===== src/rtl/demux1_2_4bit_stream.sv =====
// ---------------------------------------------------------------------------
// demux1_2_4bit_stream
//   Routes one valid/ready input stream to one of two output streams, chosen
//   per beat by in_sel (0 -> out1, 1 -> out2). Each output owns a small FIFO
//   so a stalled sink only blocks beats addressed to itself.
//
// Ports
//   clk, rst              rising-edge clock, asynchronous active-high reset
//   in_data/in_sel        input beat and its destination
//   in_valid/in_ready     input handshake; in_ready depends only on the
//                         registered full flags and in_sel
//   outN_data/outN_valid  head of FIFO N (data forced to 0 when empty)
//   outN_ready            sink N accepts the head
//   outN_cnt              beats pushed into FIFO N since reset (wrapping)
//   idle                  both FIFOs empty
// ---------------------------------------------------------------------------
module demux1_2_4bit_stream #(
  parameter int WIDTH = 4,
  parameter int DEPTH = 2,
  parameter int CNT_W = 8
) (
  input  logic             clk,
  input  logic             rst,
  input  logic [WIDTH-1:0] in_data,
  input  logic             in_sel,
  input  logic             in_valid,
  output logic             in_ready,
  output logic [WIDTH-1:0] out1_data,
  output logic             out1_valid,
  input  logic             out1_ready,
  output logic [WIDTH-1:0] out2_data,
  output logic             out2_valid,
  input  logic             out2_ready,
  output logic [CNT_W-1:0] out1_cnt,
  output logic [CNT_W-1:0] out2_cnt,
  output logic             idle
);

  localparam int PW = $clog2(DEPTH);
  localparam int OW = PW + 1;
  localparam logic [OW-1:0] OCC_FULL = OW'(DEPTH);

  // Index 0 is the out1 FIFO, index 1 is the out2 FIFO.
  logic [WIDTH-1:0] mem_q  [2][DEPTH];
  logic [PW-1:0]    wptr_q [2];
  logic [PW-1:0]    wptr_d [2];
  logic [PW-1:0]    rptr_q [2];
  logic [PW-1:0]    rptr_d [2];
  logic [OW-1:0]    occ_q  [2];
  logic [OW-1:0]    occ_d  [2];
  logic [CNT_W-1:0] cnt_q  [2];
  logic [CNT_W-1:0] cnt_d  [2];

  logic [1:0] full_s;
  logic [1:0] valid_s;
  logic [1:0] push_s;
  logic [1:0] pop_s;
  logic [1:0] out_ready_s;

  assign out_ready_s = {out2_ready, out1_ready};

  // Status flags come straight from registered occupancy.
  always_comb begin
    for (int f = 0; f < 2; f++) begin
      full_s[f]  = (occ_q[f] == OCC_FULL);
      valid_s[f] = (occ_q[f] != {OW{1'b0}});
    end
  end

  // Ready looks only at the selected FIFO's full flag: no path from outN_ready.
  assign in_ready = in_sel ? !full_s[1] : !full_s[0];

  // Handshake qualification per FIFO.
  always_comb begin
    push_s[0] = in_valid & !in_sel & !full_s[0];
    push_s[1] = in_valid &  in_sel & !full_s[1];
    for (int f = 0; f < 2; f++) begin
      pop_s[f] = valid_s[f] & out_ready_s[f];
    end
  end

  // Next-state for pointers, occupancy and accepted-beat counters.
  always_comb begin
    for (int f = 0; f < 2; f++) begin
      wptr_d[f] = wptr_q[f];
      rptr_d[f] = rptr_q[f];
      occ_d[f]  = occ_q[f];
      cnt_d[f]  = cnt_q[f];
      if (push_s[f]) begin
        // DEPTH is a power of two, so natural overflow gives modulo wrap.
        wptr_d[f] = wptr_q[f] + PW'(1);
        cnt_d[f]  = cnt_q[f] + CNT_W'(1);
      end else begin
        wptr_d[f] = wptr_q[f];
        cnt_d[f]  = cnt_q[f];
      end
      if (pop_s[f]) begin
        rptr_d[f] = rptr_q[f] + PW'(1);
      end else begin
        rptr_d[f] = rptr_q[f];
      end
      case ({push_s[f], pop_s[f]})
        2'b10:   occ_d[f] = occ_q[f] + OW'(1);
        2'b01:   occ_d[f] = occ_q[f] - OW'(1);
        default: occ_d[f] = occ_q[f];
      endcase
    end
  end

  // Control state registers.
  always_ff @(posedge clk or posedge rst) begin
    if (rst) begin
      for (int f = 0; f < 2; f++) begin
        wptr_q[f] <= {PW{1'b0}};
        rptr_q[f] <= {PW{1'b0}};
        occ_q[f]  <= {OW{1'b0}};
        cnt_q[f]  <= {CNT_W{1'b0}};
      end
    end else begin
      for (int f = 0; f < 2; f++) begin
        wptr_q[f] <= wptr_d[f];
        rptr_q[f] <= rptr_d[f];
        occ_q[f]  <= occ_d[f];
        cnt_q[f]  <= cnt_d[f];
      end
    end
  end

  // FIFO storage; cleared on reset so stale beats can never reappear.
  always_ff @(posedge clk or posedge rst) begin
    if (rst) begin
      for (int f = 0; f < 2; f++) begin
        for (int e = 0; e < DEPTH; e++) begin
          mem_q[f][e] <= {WIDTH{1'b0}};
        end
      end
    end else begin
      for (int f = 0; f < 2; f++) begin
        if (push_s[f]) begin
          mem_q[f][wptr_q[f]] <= in_data;
        end
      end
    end
  end

  assign out1_valid = valid_s[0];
  assign out2_valid = valid_s[1];
  assign out1_data  = valid_s[0] ? mem_q[0][rptr_q[0]] : {WIDTH{1'b0}};
  assign out2_data  = valid_s[1] ? mem_q[1][rptr_q[1]] : {WIDTH{1'b0}};
  assign out1_cnt   = cnt_q[0];
  assign out2_cnt   = cnt_q[1];
  assign idle       = ~|valid_s;

endmodule


===== config.mk =====
export PLATFORM = sky130hd
export DESIGN_NAME = demux1_2_4bit_stream
export DESIGN_NICKNAME = d
export VERILOG_FILES = /design/src/rtl/demux1_2_4bit_stream.sv
export SDC_FILE = /design/constraint.sdc
export NUM_CORES = 1
export LEC_CHECK = 0
export BUFFER_PORTS_ARGS = -buffer_cell sky130_fd_sc_hd__buf_4
export CAP_MARGIN = 25
export CORE_MARGIN = 2
export CORE_UTILIZATION = 40
export CTS_CLUSTER_DIAMETER = 30
export CTS_CLUSTER_SIZE = 30
export DETAILED_ROUTE_END_ITERATION = 7
export PLACE_DENSITY_LB_ADDON = 0.25
export SYNTH_ARGS = -nofsm -noshare
export SYNTH_HDL_FRONTEND = slang
export SYNTH_SLANG_ARGS = --single-unit

===== constraint.sdc =====
create_clock -name clk -period 2.9 [get_ports clk]
set_clock_uncertainty 0.2 [all_clocks]
set_input_delay 0.58 -clock clk [delete_from_list [all_inputs] [get_ports clk]]
set_output_delay 0.58 -clock clk [all_outputs]
set_load 0.02 [all_outputs]

==> results.md, run 1 <==
* Status: completed
* Clock Pin Slew Worst Setup and Hold Paths at approximately 80 ps
* Total CTS buffers at 5
* Leakage power at between 1 and 1.5 nW
* Largest net degree at the start of global routing at between 40 and 50
* CP endpoint kind: output pin
* Synth cell types at 25
* Synth top area cells: dfrtp_1 (54%), mux2_2 (10%), xnor2_1 (7.2%), mux2i_1 (4.4%), xor2_1 (4.3%)
* Synthesized area at ~0.0018 mm²
* Total track usage at 14.0%
* Share of the synthesized area in the top cell type at a little over half
* Mapped Nets at 163
* Hold crit path type: in2async
* Register area share after synthesis at a little over half
* Buffer count from post-CTS setup fixing at 0
* Rel. slew slack at about two thirds
* Least-Margin Pin Slew at approximately 490 ps
* Crit path required time at about 2100 ps
* Worst Setup SP: occ_q[2]
* Power Total at 2.63 mW
* Wire per inst at 13.7 µm
* Post-synth top area cell: dfrtp_1
* Num ports at 38
* Root buf cell: clkbuf_8
* Die Ht at slightly above 70 µm
* 1st-iter DRT viols at 28
* Die area at a little over 0.005 mm²
* Share of layout cells above drive strength 1 at 36.1%
* Post-Syn Instances at ~150
* Post_cts resized at 0
* Power density over the cells at 1150 mW/mm²
* Hold-fix buffers, CTS at 0
* Clk buf depth at 2
* Critical path endpoint: idle
* Number of global-route vias before repair at 1212
* Start of the worst register-to-register path: occ_q[2]
* Final setup vio count at 0
* Layout Utilization at between 50% and 60%
* Die Wd at 71.8 µm
* IO buf count at 37
* First-pass GRT wire length at approximately 5600 µm
* Initial antenna violation count at 0
* Max Cap Viol at 0
* DP HPWL at about 2500 µm
* Post-Route WL at roughly 3300 µm
* TritonRoute pass-1 iters at 3
* # DRC at 0
* Final hold violation count at 0
* Fmax at about 450 MHz
* YS warnings at 0
* Clock sink count at 40
* Post-synth EDFFs at 0
* Detail Route Antenna Nets at 0
* Crit path launch type: flop
* FP Rows at 24
* WS Path Type: reg2out
* Reg-to-reg slack, setup at roughly 960 ps
* Top_reg_cell synth: dfrtp_1
* Reg2Reg Depth at 6
* Final Max Slew Viols at 0
* Arr. time, crit path at between 1000 and 1500 ps
* Grt ovf at 0
* Antenna diode count at 0
* Peak VDD IR at between 500 and 600 µV
* CTS tree: done
* Most frequent cells after synthesis: dfrtp_1 (40), mux2_2 (17), xnor2_1 (15)
* Area growth syn-to-layout at 23.8%
* Via/cell ratio at around 5
* Flip-flop and latch count after synthesis at 40
* Final nets at 204
* Max H-tree Level at 2
* Starting Density at approximately two fifths
* Tmin final at ~2200 ps
* Post-synth ARST share at 100%
* Most common cell in the synthesized netlist: dfrtp_1
* R2R Path End: occ_q[3]
* Core box area at 0.00438 mm²
* RD Place Congestion at around 0.73
* Clk_lat worst skew at 290 ps
* Crit Path Max Fanout at 6
* Syn Area/Cell at between 10 and 15 µm²
* Final critical-path share of the clock period at between 70 and 80%
* TNS Setup at 0 ps
* Detailed-route via count at about 1200
* RSZ-0062 raised after global routing: no
-- registers in the layout, indices dropped and copies added, names as in the netlist --
signal    count
mem_q        16
occ_q         4
out1_cnt      8
out2_cnt      8
rptr_q        2
wptr_q        2
-- power by group --
group	switching (mW)	leakage (nW)	internal [mW]
clock	0.200	0.0541	0.255
sequential	0.227	0.492	0.803
combinational	0.577	0.558	0.565
-- final cells by class --
type                            count  area, µm²
Clock inverter                      3       42.5
Clock buffer                        5       68.8
Inverter                            5       26.3
Multi-Input combinational cell    100        786
Sequential cell                    40       1000
Fill cell                         396       2110
Tap cell                           52       65.1
Timing Repair Buffer               38        285
-- metrics by stage --
stage	area [µm²]	cells	hold slack [ps]	worst slack, ps
detailed placement	2160	235	264	752
floorplan	1840	149	264	965
global route	2270	243	243	509
CTS	2270	243	220	640
global placement	2160	235	259	816
finish	2270	243	205	662
-- placed cells by master, fill, tap and decap left out, types with 3 or more instances in the layout --
cell type,count
clkbuf_8,5
dfrtp_1,40
xor2_1,9
xnor2_1,15
nand2_1,12
ha_1,4
buf_4,38
mux2_2,17
nor2_1,14
mux2i_1,8
inv_1,3
nand4_1,4
and3_1,3
-- cells by family (layout without fill, tap and decap cells) --
| kind of cell | Yosys count | after routing | synth area share [%] |
|---|---|---|---|
| buf+inv | 9 | 51 | 2.72 |
| flops | 40 | 40 | 54.5 |
| mux | 25 | 25 | 14.8 |
| fa+ha+maj | 4 | 4 | 2.72 |
| simple gates | 47 | 47 | 13.8 |
| xor+xnor | 24 | 24 | 11.4 |
-- worst min path at each step --
stage	from	end	slack (ps)	cells after the start
global route	rst	out1_cnt[2]	240	3
finish	rst	out1_cnt[6]	210	3
detailed placement	out1_cnt[7]	out1_cnt[7]	260	1
floorplan	occ_q[1]	occ_q[1]	260	1
CTS	rst	out1_cnt[6]	220	3
global placement	out2_cnt[7]	out2_cnt[7]	260	1
-- worst max-delay path, stage by stage (launching register included) --
cell     delay (ps)
dfrtp_1         430
nor2_1          380
inv_1           110
nor2_1          100
buf_4           140
-- layer usage --
metal | vias up | share of wire, % | GRT usage, %
met5 | - | 0 | 0
met4 | 0 | 1.7 | 5.03
met3 | 7 | 4.7 | 3.66
met2 | 29 | 48 | 23.5
met1 | 589 | 45 | 17.6
li1 | 573 | - | -
No activity file was read; power rests on OpenSTA's default activity.
==> run 2: changes to the inputs <==
==> constraint.sdc (replaced) <==
create_clock -name clk -period 2.09 [get_ports clk]
set_clock_uncertainty 0.2 [all_clocks]
set_input_delay 0.418 -clock clk [delete_from_list [all_inputs] [get_ports clk]]
set_output_delay 0.418 -clock clk [all_outputs]
set_load 0.02 [all_outputs]
==> results.md, run 2 (synthesized netlist as in run 1, its figures left out) <==
* Max FFs per register at 16
* # DRC at 0
* Hold-fix buffers, CTS at 0
* Total track usage at 14.9%
* Max Cap Viol at 0
* Detail Route Antenna Nets at 0
* Top reg by flops: mem_q
* Crit path launch type: flop
* Most frequent cells in the layout: buf_4 (41), dfrtp_1 (40), mux2_2 (17), xnor2_1 (15), nor2_1 (14)
* Status: completed
* Max H-tree Level at 2
* Total CTS buffers at 5
* 1st-iter DRT viols at 46
* RSZ-0062 raised after global routing: no
* Clock Pin Slew Worst Setup and Hold Paths at approximately 80 ps
* Final setup vio count at 0
* Die area at between 0.005 and 0.006 mm²
* Die Wd at 71.8 µm
* Combinational share of power at 44.3%
* Grt ovf at 0
* Buffer count from post-CTS setup fixing at 0
* Reg2Reg Depth at 6
* Rel. slew slack at about two thirds
* Total net switching power at roughly 1.4 mW
* Hold crit path type: in2async
* FP Rows at 24
* Final hold violation count at 0
* Fill count at a little over 400
* IO buf count at 37
* RD Place Congestion at around 0.84
* Die Ht at slightly above 70 µm
* Clock sink count at 40
* Root buf cell: clkbuf_8
* Wire per inst at ~14 µm
* Largest net degree at the start of global routing at 41
* Initial antenna violation count at 0
* Antenna diode count at 0
* First-pass GRT wire length at roughly 5800 µm
* Sw frac at a little under two fifths
* TritonRoute pass-1 iters at 4
* Area growth syn-to-layout at 25.1%
* Clk buf depth at 2
* Crit path required time at roughly 1500 ps
* Number of global-route vias before repair at around 1300
* Multi-input logic area at around 790 µm²
* CTS tree: done
* Most common cell after layout, fill and taps aside: buf_4
* Tmin final at just under 2000 ps
* Sequential Power Share at 38.8%
* Least-Margin Pin Slew at 500 ps
* Power Total at 3.70 mW
* Post_cts resized at 0
* WS Path Type: reg2out
* Core box area at about 0.0044 mm²
* Share of layout cells above drive strength 1 at roughly 37%
* Leakage power at ~1.1 nW
* DP HPWL at roughly 2600 µm
* Arr. time, crit path at about 1300 ps
* Final Max Slew Viols at 0
* Int Pwr at approximately 2.3 mW
* TNS Setup at 0 ps
* Peak VDD IR at approximately 900 µV
* Num ports at 38
* Clk_lat worst skew at around 290 ps
* Final nets at between 200 and 250
* Fmax at 513 MHz
* Starting Density at 41.9%
* Final critical-path share of the clock period at between 90% and 100%
* CP endpoint kind: output pin
* Crit Path Max Fanout at 4
* Via/cell ratio at between 4 and 5
* Power density over the cells at about 1600 mW/mm²
* Power share of the clock group at about 17%
* Register Area at 0.00100 mm²
* Post-Route WL at between 3000 and 4000 µm
* Detailed-route via count at around 1200
## run 2: cell types whose count changed in the layout (fill, tap and decap cells not counted)
cell,delta
buf_4,+3
## run 2: critical path: stages, from the launching register on
cell	delay (ps)
dfrtp_1	440
nand2b_1	170
mux2_2	270
buf_4	160
## run 2: routing by layer
layer | vias to the layer above | track usage [%] | routed length (µm)
met5 | - | 0 | 0
met4 | 0 | 5.03 | 35
met3 | 4 | 5.91 | 179
met2 | 33 | 24.5 | 1780
met1 | 595 | 17.8 | 1490
li1 | 584 | - | -
## run 2: power by group through the flow
stage / clock (mW) / sequential [mW] / combinational [mW]
global placement: 0 / 1.42 / 1.63
floorplan: 0 / 1.46 / 1.01
finish: 0.627 / 1.44 / 1.64
global route: 0.687 / 1.48 / 1.77
detailed placement: 0 / 1.45 / 1.66
CTS: 0.647 / 1.44 / 1.67
## run 2: metrics by stage
step	util, %	std cells	setup slack [ps]	cell area [µm²]	hold slack [ps]
final	52.4	246	139	2300	42.2
after global routing	52.4	246	62.8	2300	71.6
after CTS	52.4	246	114	2300	51.1
after detailed placement	49.9	238	201	2190	260
after global placement	49.9	238	291	2190	260
after floorplan	-	149	317	1840	264
## run 2: path summary, 6_finish.rpt
kind	from	to	slack [ps]
worst min-delay path	rst	out2_cnt[4]	40
min in group clk	in_data[3]	mem_q[3]	190
max in group asynchronous	rst	mem_q[12]	1290
worst max-delay path	occ_q[0]	in_ready	140
worst max register to register	occ_q[0]	occ_q[1]	220
worst min register to register	out2_cnt[7]	out2_cnt[7]	270
## run 2: area by class of cell
class / instances / share of cell area, %
tap: 52 / 2.83
sequential: 40 / 43.6
inverter: 5 / 1.14
clock inverter: 3 / 1.85
timing repair buffer: 41 / 13.4
clock buffer: 5 / 3.00
multi-input combinational: 100 / 34.2
